## src/rtl/pipe_fwd_chain_pkg.sv

```systemverilog
// Shared constants and helpers for the pipeline delay chain and its forwarding lookup.
package pipe_pkg;

  localparam int unsigned PIPE_WIDTH = 32;
  localparam int unsigned PIPE_DEPTH = 3;
  localparam int unsigned PIPE_TAG_W = 5;

  // Register x0 is hard-wired to zero and is never a forwarding source.
  localparam logic [PIPE_TAG_W-1:0] TAG_X0 = '0;

  // Supports chains up to 64 stages deep.
  function automatic int unsigned popcount(input logic [63:0] v);
    int unsigned n;
    n = 32'd0;
    for (int i = 0; i < 64; i++) begin
      n = n + {31'd0, v[i]};
    end
    return n;
  endfunction

endpackage

```

## src/rtl/pipe_fwd_chain_if.sv

```systemverilog
// Bus bundle between the hazard/issue logic (master) and the delay chain (slave).
interface pipe_fwd_chain_if
  import pipe_pkg::*;
#(
  parameter int WIDTH = PIPE_WIDTH,
  parameter int DEPTH = PIPE_DEPTH,
  parameter int TAG_W = PIPE_TAG_W
);
  localparam int IDX_W = $clog2(DEPTH);

  logic                         in_valid;
  logic [WIDTH-1:0]             in_data;
  logic [TAG_W-1:0]             in_tag;
  logic                         in_wr;
  logic                         stall;
  logic [DEPTH-1:0]             flush;
  logic [TAG_W-1:0]             lookup_tag;

  logic [DEPTH-1:0]             stage_valid;
  logic [DEPTH-1:0][WIDTH-1:0]  stage_data;
  logic                         out_valid;
  logic [WIDTH-1:0]             out_data;
  logic [TAG_W-1:0]             out_tag;
  logic                         out_wr;
  logic                         hit;
  logic [IDX_W-1:0]             hit_stage;
  logic [WIDTH-1:0]             hit_data;
  logic [IDX_W:0]               occupancy;

  modport master (
    output in_valid, in_data, in_tag, in_wr, stall, flush, lookup_tag,
    input  stage_valid, stage_data, out_valid, out_data, out_tag, out_wr,
    input  hit, hit_stage, hit_data, occupancy
  );

  modport slave (
    input  in_valid, in_data, in_tag, in_wr, stall, flush, lookup_tag,
    output stage_valid, stage_data, out_valid, out_data, out_tag, out_wr,
    output hit, hit_stage, hit_data, occupancy
  );

endinterface

```

## src/rtl/pipe_fwd_chain_match.sv

```systemverilog
// Priority tag comparator: reports the youngest valid, writing stage whose tag equals lookup_tag_i.
module pipe_fwd_match
  import pipe_pkg::*;
#(
  parameter int DEPTH = PIPE_DEPTH,
  parameter int TAG_W = PIPE_TAG_W,
  parameter int IDX_W = $clog2(DEPTH)
) (
  input  logic [DEPTH-1:0]             valid_i,
  input  logic [DEPTH-1:0]             wr_i,
  input  logic [DEPTH-1:0][TAG_W-1:0]  tag_i,
  input  logic [TAG_W-1:0]             lookup_tag_i,
  output logic                         hit_o,
  output logic [IDX_W-1:0]             hit_stage_o
);

  logic [DEPTH-1:0] match_s;
  logic             not_x0_s;

  // Per-stage match vector, then a descending scan so the lowest index wins.
  always_comb begin
    match_s     = '0;
    hit_stage_o = '0;
    not_x0_s    = (lookup_tag_i != TAG_W'(TAG_X0));
    for (int i = 0; i < DEPTH; i++) begin
      match_s[i] = valid_i[i] & wr_i[i] & (tag_i[i] == lookup_tag_i) & not_x0_s;
    end
    for (int i = DEPTH - 1; i >= 0; i--) begin
      hit_stage_o = match_s[i] ? IDX_W'(i) : hit_stage_o;
    end
    hit_o = |match_s;
  end

endmodule

```

## src/rtl/pipe_fwd_chain.sv

```systemverilog
// Pipeline delay chain with per-stage valid, global stall, per-stage flush and forwarding lookup.
module pipe_fwd_chain
  import pipe_pkg::*;
#(
  parameter int WIDTH = PIPE_WIDTH,
  parameter int DEPTH = PIPE_DEPTH,
  parameter int TAG_W = PIPE_TAG_W
) (
  input  logic            clk,
  input  logic            reset,
  pipe_fwd_chain_if.slave bus
);

  localparam int IDX_W = $clog2(DEPTH);

  logic [DEPTH-1:0]             valid_s;
  logic [DEPTH-1:0]             wr_s;
  logic [DEPTH-1:0][WIDTH-1:0]  data_s;
  logic [DEPTH-1:0][TAG_W-1:0]  tag_s;
  logic                         hit_s;
  logic [IDX_W-1:0]             hit_stage_s;

  for (genvar g = 0; g < DEPTH; g++) begin : g_stage
    logic             src_valid_s;
    logic             src_wr_s;
    logic [WIDTH-1:0] src_data_s;
    logic [TAG_W-1:0] src_tag_s;
    logic             valid_q, valid_d;
    logic             wr_q, wr_d;
    logic [WIDTH-1:0] data_q, data_d;
    logic [TAG_W-1:0] tag_q, tag_d;

    if (g == 0) begin : g_head
      assign src_valid_s = bus.in_valid;
      assign src_wr_s    = bus.in_wr;
      assign src_data_s  = bus.in_data;
      assign src_tag_s   = bus.in_tag;
    end else begin : g_body
      assign src_valid_s = valid_s[g-1];
      assign src_wr_s    = wr_s[g-1];
      assign src_data_s  = data_s[g-1];
      assign src_tag_s   = tag_s[g-1];
    end

    // Shift or hold; a flush kills the resulting entry but leaves its data/tag in place.
    always_comb begin
      valid_d = valid_q;
      wr_d    = wr_q;
      data_d  = data_q;
      tag_d   = tag_q;
      if (!bus.stall) begin
        valid_d = src_valid_s;
        wr_d    = src_wr_s;
        data_d  = src_data_s;
        tag_d   = src_tag_s;
      end else begin
        valid_d = valid_q;
      end
      if (bus.flush[g]) begin
        valid_d = 1'b0;
        wr_d    = 1'b0;
      end else begin
        wr_d    = wr_d;
      end
    end

    // Stage register; reset overrides stall and flush.
    always_ff @(posedge clk) begin
      if (reset) begin
        valid_q <= 1'b0;
        wr_q    <= 1'b0;
        data_q  <= '0;
        tag_q   <= '0;
      end else begin
        valid_q <= valid_d;
        wr_q    <= wr_d;
        data_q  <= data_d;
        tag_q   <= tag_d;
      end
    end

    assign valid_s[g] = valid_q;
    assign wr_s[g]    = wr_q;
    assign data_s[g]  = data_q;
    assign tag_s[g]   = tag_q;
  end

  pipe_fwd_match #(
    .DEPTH (DEPTH),
    .TAG_W (TAG_W),
    .IDX_W (IDX_W)
  ) u_match (
    .valid_i      (valid_s),
    .wr_i         (wr_s),
    .tag_i        (tag_s),
    .lookup_tag_i (bus.lookup_tag),
    .hit_o        (hit_s),
    .hit_stage_o  (hit_stage_s)
  );

  assign bus.stage_valid = valid_s;
  assign bus.stage_data  = data_s;
  assign bus.out_valid   = valid_s[DEPTH-1];
  assign bus.out_data    = data_s[DEPTH-1];
  assign bus.out_tag     = tag_s[DEPTH-1];
  assign bus.out_wr      = wr_s[DEPTH-1];
  assign bus.hit         = hit_s;
  assign bus.hit_stage   = hit_stage_s;
  assign bus.hit_data    = hit_s ? data_s[hit_stage_s] : '0;
  assign bus.occupancy   = (IDX_W + 1)'(popcount(64'(valid_s)));

endmodule
```

## src/flat_wrapper.sv

```systemverilog
// flat-port wrapper written by rule: the top's interface ports become plain ports
module pipe_fwd_chain_flat import pipe_pkg::*;
#(
  parameter int WIDTH = PIPE_WIDTH,
  parameter int DEPTH = PIPE_DEPTH,
  parameter int TAG_W = PIPE_TAG_W
)
  (clk, reset, bus_in_valid, bus_in_data, bus_in_tag, bus_in_wr, bus_stall, bus_flush, bus_lookup_tag, bus_stage_valid, bus_stage_data, bus_out_valid, bus_out_data, bus_out_tag, bus_out_wr, bus_hit, bus_hit_stage, bus_hit_data, bus_occupancy);
  pipe_fwd_chain_if #(.WIDTH(WIDTH), .DEPTH(DEPTH), .TAG_W(TAG_W)) bus_i ();
  input  logic clk;
  input  logic reset;
  input wire logic [$bits(bus_i.in_valid)-1:0] bus_in_valid;
  input wire logic [$bits(bus_i.in_data)-1:0] bus_in_data;
  input wire logic [$bits(bus_i.in_tag)-1:0] bus_in_tag;
  input wire logic [$bits(bus_i.in_wr)-1:0] bus_in_wr;
  input wire logic [$bits(bus_i.stall)-1:0] bus_stall;
  input wire logic [$bits(bus_i.flush)-1:0] bus_flush;
  input wire logic [$bits(bus_i.lookup_tag)-1:0] bus_lookup_tag;
  output wire logic [$bits(bus_i.stage_valid)-1:0] bus_stage_valid;
  output wire logic [$bits(bus_i.stage_data)-1:0] bus_stage_data;
  output wire logic [$bits(bus_i.out_valid)-1:0] bus_out_valid;
  output wire logic [$bits(bus_i.out_data)-1:0] bus_out_data;
  output wire logic [$bits(bus_i.out_tag)-1:0] bus_out_tag;
  output wire logic [$bits(bus_i.out_wr)-1:0] bus_out_wr;
  output wire logic [$bits(bus_i.hit)-1:0] bus_hit;
  output wire logic [$bits(bus_i.hit_stage)-1:0] bus_hit_stage;
  output wire logic [$bits(bus_i.hit_data)-1:0] bus_hit_data;
  output wire logic [$bits(bus_i.occupancy)-1:0] bus_occupancy;
  assign bus_i.in_valid = bus_in_valid;
  assign bus_i.in_data = bus_in_data;
  assign bus_i.in_tag = bus_in_tag;
  assign bus_i.in_wr = bus_in_wr;
  assign bus_i.stall = bus_stall;
  assign bus_i.flush = bus_flush;
  assign bus_i.lookup_tag = bus_lookup_tag;
  assign bus_stage_valid = bus_i.stage_valid;
  assign bus_stage_data = bus_i.stage_data;
  assign bus_out_valid = bus_i.out_valid;
  assign bus_out_data = bus_i.out_data;
  assign bus_out_tag = bus_i.out_tag;
  assign bus_out_wr = bus_i.out_wr;
  assign bus_hit = bus_i.hit;
  assign bus_hit_stage = bus_i.hit_stage;
  assign bus_hit_data = bus_i.hit_data;
  assign bus_occupancy = bus_i.occupancy;
  pipe_fwd_chain #(.WIDTH(WIDTH), .DEPTH(DEPTH), .TAG_W(TAG_W)) u_core (.clk(clk), .reset(reset), .bus(bus_i));
endmodule
```

## config.mk

```make
export PLATFORM = sky130hd
export DESIGN_NAME = pipe_fwd_chain_flat
export DESIGN_NICKNAME = d
export VERILOG_FILES = /design/src/rtl/pipe_fwd_chain_pkg.sv /design/src/rtl/pipe_fwd_chain_if.sv /design/src/rtl/pipe_fwd_chain_match.sv /design/src/rtl/pipe_fwd_chain.sv /design/src/flat_wrapper.sv
export SDC_FILE = /design/constraint.sdc
export NUM_CORES = 1
export LEC_CHECK = 0
export ABC_AREA = 1
export BUFFER_PORTS_ARGS = -buffer_cell sky130_fd_sc_hd__buf_2
export CAP_MARGIN = 20
export CORE_MARGIN = 4
export CORE_UTILIZATION = 40
export CTS_BUF_LIST = sky130_fd_sc_hd__clkbuf_8
export CTS_CLUSTER_SIZE = 14
export DETAILED_ROUTE_END_ITERATION = 6
export PLACE_DENSITY = 0.75
export SYNTH_ARGS = -nofsm -noshare
export SYNTH_HDL_FRONTEND = slang
export SYNTH_SLANG_ARGS = --single-unit
```

## constraint.sdc

```tcl
create_clock -name clk -period 3.55 [get_ports clk]
set_input_delay 0.71 -clock clk [delete_from_list [all_inputs] [get_ports clk]]
set_output_delay 0.71 -clock clk [all_outputs]
set_load 0.005 [all_outputs]
```

Yosys cells after proc, flatten, opt, wreduce, memory -nomap -nowiden
Index checks and enable logic that the tools add are counted.
{"block": "op_classes", "magnitude_cmp": 1, "n_bitwise": 9, "n_shift": 0, "eq_ne": 3, "n_div": 0, "muxes": 6, "mul": 0, "addsub": 2, "n_reduce_logical": 5}
{"operator": "32-bit binary-select mux with 2-bit select", "count": 1}
{"operator": "32-bit two-way mux", "count": 2}
{"operator": "5-bit == test", "count": 3}
{"operator": "1-bit AND", "count": 9}
{"operator": "2-bit two-way mux", "count": 3}
{"operator": "2-bit OR reduction", "count": 3}
{"operator": "5-bit nonzero test", "count": 1}
{"operator": "3-bit by 1-bit adder with 3-bit output", "count": 1}
{"operator": "2-bit by 3-bit < comparator with 1-bit output, second input constant", "count": 1}
{"operator": "3-bit OR reduction", "count": 1}
{"operator": "1-bit by 1-bit adder with 2-bit output", "count": 1}
{"block": "totals", "latch_bits": 0, "mem_count": 0, "inputBits": 50, "ram_bits": 0, "out_inout_bits": 176, "elab_cells": 38, "romBits": 0, "regBits": 117}

Logic depth before layout (Yosys ltp)
Gate-level depths: netlist (run 1).
{"block": "logic_depth", "depth_word": 9, "mapped_depth": 12, "ltp_nobuf": 11}

Cells and area by module
Synthesis (run 1) repeated with hierarchy kept, for this count alone.
{"block": "unflattened", "hier_cells": 783, "hier_area_um2": 5496.5}
{"module": "pipe_fwd_chain", "area_per_inst_um2": 5134.9, "cells_per_inst": 696, "n_inst": 1, "seq_area_each_um2": 2342.2}
{"module": "pipe_fwd_match", "area_per_inst_um2": 361.6, "cells_per_inst": 87, "n_inst": 1, "seq_area_each_um2": 0.0}

Worst setup path after synthesis (run 1)
Ideal clock, no wire load.
{"block": "synth_path", "path_kind": "input port to output port", "startpoint": "in bus_lookup_tag[0]", "endpoint": "out bus_hit_data[22]", "setup_slack_ps": 1174, "path_buffers": 1, "cell_stages": 10, "t_required_ps": 2840, "t_arrival_ps": 1666, "path_cell_list": "nor2_1 > nand2_1 > nor2_1 > nor2_2 > nand3_2 > nand3_2 > buf_2 > nand3_1 > nand2_1 > inv_1"}
{"block": "synth_between", "elab_chain_len": 9, "elab_cells_between_ends": 17, "cone_classes": "eq/ne: 3; mux: 6; bitwise: 6; reduce/logical: 2"}
{"item": "from (decl)", "line": "flat_wrapper.sv:18", "text": "input wire logic [$bits(bus_i.lookup_tag)-1:0] bus_lookup_tag;"}
{"item": "5-bit == test", "line": "pipe_fwd_chain_match.sv:26", "text": "match_s[i] = valid_i[i] & wr_i[i] & (tag_i[i] == lookup_tag_i) & not_x0_s;"}
{"item": "1-bit AND (2 in a row)", "line": "pipe_fwd_chain_match.sv:26"}
{"item": "2-bit two-way mux (3 in a row)", "line": "pipe_fwd_chain_match.sv:29", "text": "hit_stage_o = match_s[i] ? IDX_W'(i) : hit_stage_o;"}
{"item": "32-bit binary-select mux with 2-bit select", "line": "pipe_fwd_chain.sv:109", "text": "assign bus.hit_data = hit_s ? data_s[hit_stage_s] : '0;"}
{"item": "32-bit two-way mux (implied by the code)", "line": "pipe_fwd_chain.sv:109"}
{"item": "32-bit two-way mux *", "line": "pipe_fwd_chain.sv:109"}
{"item": "to (decl)", "line": "flat_wrapper.sv:27", "text": "output wire logic [$bits(bus_i.hit_data)-1:0] bus_hit_data;"}
Mark *: on every way between the ends. The rest lies on a longest branch, timed or not. The select of a mux whose other input is x is not followed.

Worst setup path after layout (run 1)
{"block": "layout_path", "startpoint": "reg u_core.g_stage[1].valid_q", "endpoint": "out bus_hit_data[25]"}
{"block": "layout_between", "elab_chain_len": 8, "elab_cells_between_ends": 9, "cone_classes": "mux: 5; bitwise: 3; reduce/logical: 1"}
{"item": "from (decl)", "line": "pipe_fwd_chain.sv:28", "text": "logic valid_q, valid_d;"}
{"item": "from (signal assigned)", "line": "pipe_fwd_chain.sv:75", "text": "valid_q <= valid_d;"}
{"item": "1-bit AND * (3 in a row)", "line": "pipe_fwd_chain_match.sv:26"}
{"item": "2-bit two-way mux (2 in a row)", "line": "pipe_fwd_chain_match.sv:29"}
{"item": "32-bit binary-select mux with 2-bit select", "line": "pipe_fwd_chain.sv:109"}
{"item": "32-bit two-way mux (implied by the code)", "line": "pipe_fwd_chain.sv:109"}
{"item": "32-bit two-way mux *", "line": "pipe_fwd_chain.sv:109"}
Marks and branches as above.

==> metrics.md, run 1 <==
| Metric | Value |
|---|---|
| Final nets | `~1,100` |
| Starting Density | `0.411` |
| # DRC | `0` |
| Post-synth top area cell | `dfxtp_1` |
| Post-CTS Resized | `0` |
| Critical Path Sink Type | `output pin` |
| Grt met3 use | `0.0504` |
| Grt met2 use | `0.318` |
| Initial DRC Count | `approximately 310` |
| Most frequent cells in the layout | `buf_2 (224), nor2_1 (156), o21ai_0 (125), nand2_1 (117), dfxtp_1 (117)` |
| Largest net degree at the start of global routing | `160` |
| Worst skew pair latency | `between 0.4 and 0.5 ns` |
| Seq/Total Area, Yosys | `0.409` |
| Core footprint | `roughly 14,000 um2` |
| Worst Tran Pin Value | `around 0.7 ns` |
| H-tree depth | `4` |
| Setup crit start kind | `flop` |
| First-pass GRT wire length | `26.0 mm` |
| Drt wl/cell | `about 13 um` |
| Post-route minimum period | `3.14 ns` |
| Lkg Pwr | `3.91 nW` |
| Diodes inserted | `0` |
| Critical path peak fanout | `33` |
| Final Hold Viols | `0` |
| Setup Fix Bufs, Post-CTS | `0` |
| Sw frac | `0.247` |
| Synth Net Count | `~900` |
| Mapped Area | `5730 um2` |
| Setup TNS | `0 ns` |
| Synth area leaders | `dfxtp_1 (41%), o21ai_0 (11%), nor2_1 (10%), nand2_1 (7.7%), nand3_1 (5.9%)` |
| Status | `complete, no violations` |
| Post-DP HPWL | `about 11 mm` |
| Layout cells sized above 1 | `0.274` |
| Port Buffers | `225` |
| Hold Path Origin | `u_core.g_stage[1].wr_q` |
| Number of synthesized flops with an enable pin | `0` |
| DIE AREA | `16,300 um2` |
| GPL Wtd Cong | `between 0.8 and 0.9` |
| Initial antenna violation count | `0` |
| Global route overflow | `0` |
| Seq pwr share | `0.442` |
| #FFs+latches synth | `~120` |
| Die Height | `about 130 um` |
| Num Clock Sinks | `117` |
| Max-cap viol count | `0` |
| Hold buffer count at cts | `0` |
| Crit Path Class | `reg2out` |
| Gate Count Post-Synth | `~850` |
| RR Startpoint | `u_core.g_stage[1].valid_q` |
| Yosys warns | `0` |
| Chip Width | `~130 um` |
| Clock group share of total power | `0.445` |
| Synth Area per Inst | `6.75 um2` |
| CP arrival | `between 2 and 2.5 ns` |
| Row cnt | `43` |
| Crit path required time | `around 2.8 ns` |
| Most common flop cell mapped by yosys | `dfxtp_1` |
| Cell variety after synth | `26` |
| I/O Pins | `226` |
| Fmax | `between 0.3 and 0.4 GHz` |
| Cells after DPL | `between 1,000 and 1,500` |
| Post-Route Utilization | `0.510` |
| Synth top area share | `0.409` |
| Layout overhead on the synthesized area | `24.0%` |
| Setup violators final | `0` |
| Antenna viol nets, final | `0` |
| Psw | `825 uW` |
| Final slew viol count | `0` |
| CTS buffer count | `17` |
| Combinational share of power | `0.113` |
| Hold Crit Class | `reg2reg` |
| Final Skew | `0.0109 ns` |
| Clock root cell | `clkbuf_8` |
| Top Usage Layer GRT | `met2` |
| Most common cell after layout, fill and taps aside | `buf_2` |
| Async set-reset flop share out of synthesis | `0` |
| M1 GR Usage | `0.250` |
| DR vias/cell | `4.89` |
| Crit. Startpoint | `u_core.g_stage[1].valid_q` |
| Non-filler instance count after layout | `1,202` |
| TritonRoute pass-1 iters | `5` |
| WL final | `16.2 mm` |
| Final worst-path cycle share | `0.884` |
| Pwr/cell area | `about 470 nW/um2` |
| CTS tree | `built` |
| Maximum VDD drop | `between 0.0002 and 0.0003 V` |
| Slew margin rel. | `0.538` |
| RSZ-0062 raised after global routing | `no` |
| Clock transition at the registers of the reported paths | `0.07 ns` |
| CTS max path bufs | `2` |
| Internal power | `around 2.5 mW` |
| Total GRT Usage | `0.194` |
| Vias in the first global route | `roughly 5,300` |
| Vias post-DR | `just under 6,000` |
-- cell families after synthesis --
kind of cell	share of synthesized area
adders and majority gates	0.0100
and+or+nand+nor	0.253
xor gates and xnor gates	0.00306
AOI/OAI and AO/OA	0.172
buffers and inverters	0.153
DFF	0.409
-- final cells by class --
type	count	area [um2]
fill	1425	6830
multi-input combinational	552	2510
sequential	117	2340
timing repair buffer	232	1210
inverter	90	338
clock buffer	20	275
tap	180	225
clock inverter	11	204
-- through the flow --
step | cell area, um2 | setup WS [ns] | total power, mW | hold WS (ns)
after floorplan | 5730 | 1.17 | 1.73 | 0.449
after global placement | 6620 | 0.522 | 1.88 | 0.462
after detailed placement | 6620 | 0.528 | 1.88 | 0.466
after CTS | 7100 | 0.377 | 3.37 | 0.470
after global routing | 7100 | 0.149 | 3.50 | 0.489
final | 7100 | 0.412 | 3.34 | 0.476
-- Yosys cell counts (all sizes together) (2+ instances only) --
library cell	number
nor2	159
a21oi	47
inv	90
dfxtp	117
nand2	119
ha	3
buf	60
nand3	69
o21ai	148
clkbuf	30
xor2	2
-- worst paths after layout --
| check | endpoint | slack (ns) | cells after the start |
|---|---|---|---|
| worst max-delay path | bus_hit_data[25] | 0.41 | 12 |
| worst min-delay path | u_core.bus.out_wr | 0.48 | 2 |
| worst max register to register | u_core.bus.out_valid | 2.71 | 2 |
| worst min register to register | u_core.bus.out_wr | 0.48 | 2 |
-- worst max-delay path, stage by stage, from the launching register on --
cell and delay (ns):
dfxtp_1 0.45, nand2_1 0.11, inv_1 0.07, nand2_1 0.04, nor2_1 0.15, nand2_2 0.11, nor2_8 0.28, nand2_4 0.31
nand2_1 0.15, nand3_1 0.09, nand2_1 0.07, inv_1 0.03, buf_2 0.11
-- flip-flops by register name (all words and copies together) (netlist names) --
| register | cells |
|---|---|
| u_core.bus.out_data | 32 |
| u_core.bus.out_tag | 5 |
| u_core.bus.out_valid | 1 |
| u_core.bus.out_wr | 1 |
| u_core.g_stage.data_q | 64 |
| u_core.g_stage.tag_q | 10 |
| u_core.g_stage.valid_q | 2 |
| u_core.g_stage.wr_q | 2 |
-- power by group through the flow --
stage	logic, mW	clock network, mW	registers [mW]
4_1_cts	0.380	1.51	1.48
3_3_place_gp	0.373	0	1.50
3_5_place_dp	0.378	0	1.51
5_1_grt	0.431	1.58	1.49
6_report	0.376	1.48	1.48
2_1_floorplan	0.232	0	1.50
-- layer usage --
| metal | wire [um] | up-vias |
|---|---|---|
| met2 | 7710 | 216 |
| met5 | 0 | - |
| met4 | 233 | 0 |
| met3 | 1270 | 24 |
| li1 | - | 2986 |
| met1 | 6990 | 2650 |
(Power assumes the default switching activity.)
==> inputs of run 2 (changes only) <==
--- a/config.mk
+++ b/config.mk
@@ -14,6 +14,7 @@
 export CTS_CLUSTER_SIZE = 14
 export DETAILED_ROUTE_END_ITERATION = 6
 export PLACE_DENSITY = 0.75
+export RECOVER_POWER = 25
 export SYNTH_ARGS = -nofsm -noshare
 export SYNTH_HDL_FRONTEND = slang
 export SYNTH_SLANG_ARGS = --single-unit
==> run 2 against run 1 <==
Combinational power barely moved. Clock skew rose by 0.00076 ns. Core utilization fell by 0.13 points. Sequential cell count did not move. Via count rose by 0.20%. Clock power barely moved. Critical path depth did not move. Cell count did not move. Largest power group is now clock. First-iteration DRC count fell by 12%. The flow now finishes with violations (capacitance limit, slew limit). Highest routed layer unchanged. Global-route usage did not move.
==> metrics.md, run 2 (same netlist as run 1, synthesis figures left out) <==
| Metric | Value |
|---|---|
| Total GRT Usage | `0.194` |
| Clock group share of total power | `0.445` |
| Most frequent cells in the layout | `buf_2 (224), nor2_1 (156), o21ai_0 (125), nand2_1 (117), dfxtp_1 (117)` |
| Hold Crit Class | `reg2reg` |
| Hold Path Origin | `u_core.g_stage[1].wr_q` |
| Layout overhead on the synthesized area | `23.6%` |
| Hold buffer count at cts | `0` |
| Crit. Startpoint | `u_core.g_stage[1].valid_q` |
| Crit path largest cell delay | `0.45 ns` |
| Die Height | `128 um` |
| Clock transition at the registers of the reported paths | `approximately 0.07 ns` |
| Core footprint | `approximately 14,000 um2` |
| Drt wl/cell | `roughly 14 um` |
| GPL Wtd Cong | `0.819` |
| Global route overflow | `0` |
| Failing checks | `capacitance limit, slew limit` |
| Starting Density | `0.411` |
| CP Cell Sequence | `nand2_1 -> inv_1 -> nand2_1 -> nor2_1 -> nand2_2 -> nor2_8 -> nand2_4 -> nand2_1 -> nand3_1 -> nand2_1 -> inv_1 -> buf_2` |
| H-tree depth | `4` |
| Combinational share of power | `0.113` |
| Num Clock Sinks | `approximately 120` |
| Final Hold Viols | `0` |
| Setup crit start kind | `flop` |
| Critical Path Sink Type | `output pin` |
| Critical path's top delay family | `simple AND/OR/NAND/NOR gates` |
| Crit path required time | `2.84 ns` |
| Slowest-stage cell, CP | `dfxtp_1` |
| TritonRoute pass-1 iters | `6` |
| Slew margin rel. | `-0.765` |
| Row cnt | `43` |
| Clock root cell | `clkbuf_8` |
| Overall power | `roughly 3.3 mW` |
| Diodes inserted | `0` |
| # DRC | `0` |
| Max-cap viol count | `1` |
| Sw frac | `0.247` |
| Chip Width | `between 100 and 150 um` |
| Layout cells sized above 1 | `0.272` |
| Setup Fix Bufs, Post-CTS | `0` |
| DR vias/cell | `just under 5` |
| WP buf/inv | `3` |
| Internal power | `about 2.5 mW` |
| Final worst-path cycle share | `0.884` |
| Setup violators final | `0` |
| CTS max path bufs | `2` |
| Vias in the first global route | `5,279` |
| Final slew viol count | `160` |
| RSZ-0062 raised after global routing | `no` |
| Largest register by flop count | `u_core.g_stage.data_q` |
| Initial antenna violation count | `0` |
| Post-route minimum period | `3.14 ns` |
| Seq pwr share | `0.442` |
| Psw | `826 uW` |
| Largest net degree at the start of global routing | `160` |
| Non-filler instance count after layout | `about 1,200` |
| Vias post-DR | `approximately 5,900` |
| Final nets | `around 1,100` |
| Post-CTS Resized | `0` |
| Pwr/cell area | `roughly 470 nW/um2` |
| CTS buffer count | `17` |
| I/O Pins | `between 200 and 250` |
| RR Startpoint | `u_core.g_stage[0].valid_q` |
| DIE AREA | `16,300 um2` |
| Post-DP HPWL | `~11 mm` |
| Critical path peak fanout | `33` |
| Maximum VDD drop | `0.000288 V` |
| Lkg Pwr | `between 3 and 4 nW` |
| Setup TNS | `0 ns` |
| Final Skew | `~0.012 ns` |
| Most common cell after layout, fill and taps aside | `buf_2` |
| Antenna viol nets, final | `0` |
| WL final | `16.2 mm` |
| CTS tree | `built` |
| Crit Path Class | `reg2out` |
| Status | `finished, violations left` |
| Initial DRC Count | `~270` |
| Worst Tran Pin Value | `2.65 ns` |
| Port Buffers | `between 200 and 250` |
| Crit-path most repeated cell | `nand2_1` |
| Hold WS | `0.475 ns` |
| Fmax | `between 0.3 and 0.4 GHz` |
| Worst skew pair latency | `~0.43 ns` |
| Max FFs per register | `64` |
| CP arrival | `2.43 ns` |
| Cells after DPL | `between 1,000 and 1,500` |
| First-pass GRT wire length | `around 26 mm` |
## run 2: worst paths after layout
| kind | to | slack, ns | depth (start not counted) |
|---|---|---|---|
| hold reg to reg | u_core.bus.out_wr | 0.48 | 2 |
| setup / recovery | bus_hit_data[0] | 0.41 | 12 |
| setup reg to reg | u_core.g_stage[1].valid_q | 2.69 | 2 |
| hold / removal | u_core.bus.out_wr | 0.48 | 2 |
## run 2: area by class of cell
| class | instances | area, um2 |
|---|---|---|
| Fill cell | 1427 | 6850 |
| Sequential cell | 117 | 2340 |
| Tap cell | 180 | 225 |
| Clock buffer | 20 | 275 |
| Timing Repair Buffer | 232 | 1190 |
| Multi-Input combinational cell | 552 | 2510 |
| Inverter | 90 | 338 |
| Clock inverter | 11 | 204 |
## run 2: worst reg2reg max path: stages, from the launching register on
cell	delay, ns
dfxtp_1	0.44
o21ai_0	0.10
a21oi_1	0.21
## run 2: metal layers
| layer | wire, um | global-route usage | share of wire | vias to the layer above |
|---|---|---|---|---|
| met5 | 0 | 0 | 0 | - |
| met4 | 216 | 0.0649 | 0.013 | 0 |
| met3 | 1290 | 0.0504 | 0.080 | 24 |
| met2 | 7800 | 0.318 | 0.48 | 221 |
| met1 | 6940 | 0.250 | 0.43 | 2657 |
| li1 | - | - | - | 2986 |
## run 2: through the flow
| step | cell area, um2 | setup slack, ns | util |
|---|---|---|---|
| floorplan | 5730 | 1.17 | - |
| global placement | 6620 | 0.522 | 0.475 |
| detailed placement | 6620 | 0.528 | 0.475 |
| CTS | 7100 | 0.377 | 0.510 |
| global route | 7080 | 0.148 | 0.508 |
| finish | 7080 | 0.412 | 0.508 |
## run 2: power by group through the flow
stage | Combinational, mW | Clock [mW] | Sequential [mW]
3_5_place_dp | 0.378 | 0 | 1.51
3_3_place_gp | 0.373 | 0 | 1.50
4_1_cts | 0.380 | 1.51 | 1.48
2_1_floorplan | 0.232 | 0 | 1.50
5_1_grt | 0.429 | 1.58 | 1.49
6_report | 0.376 | 1.49 | 1.48
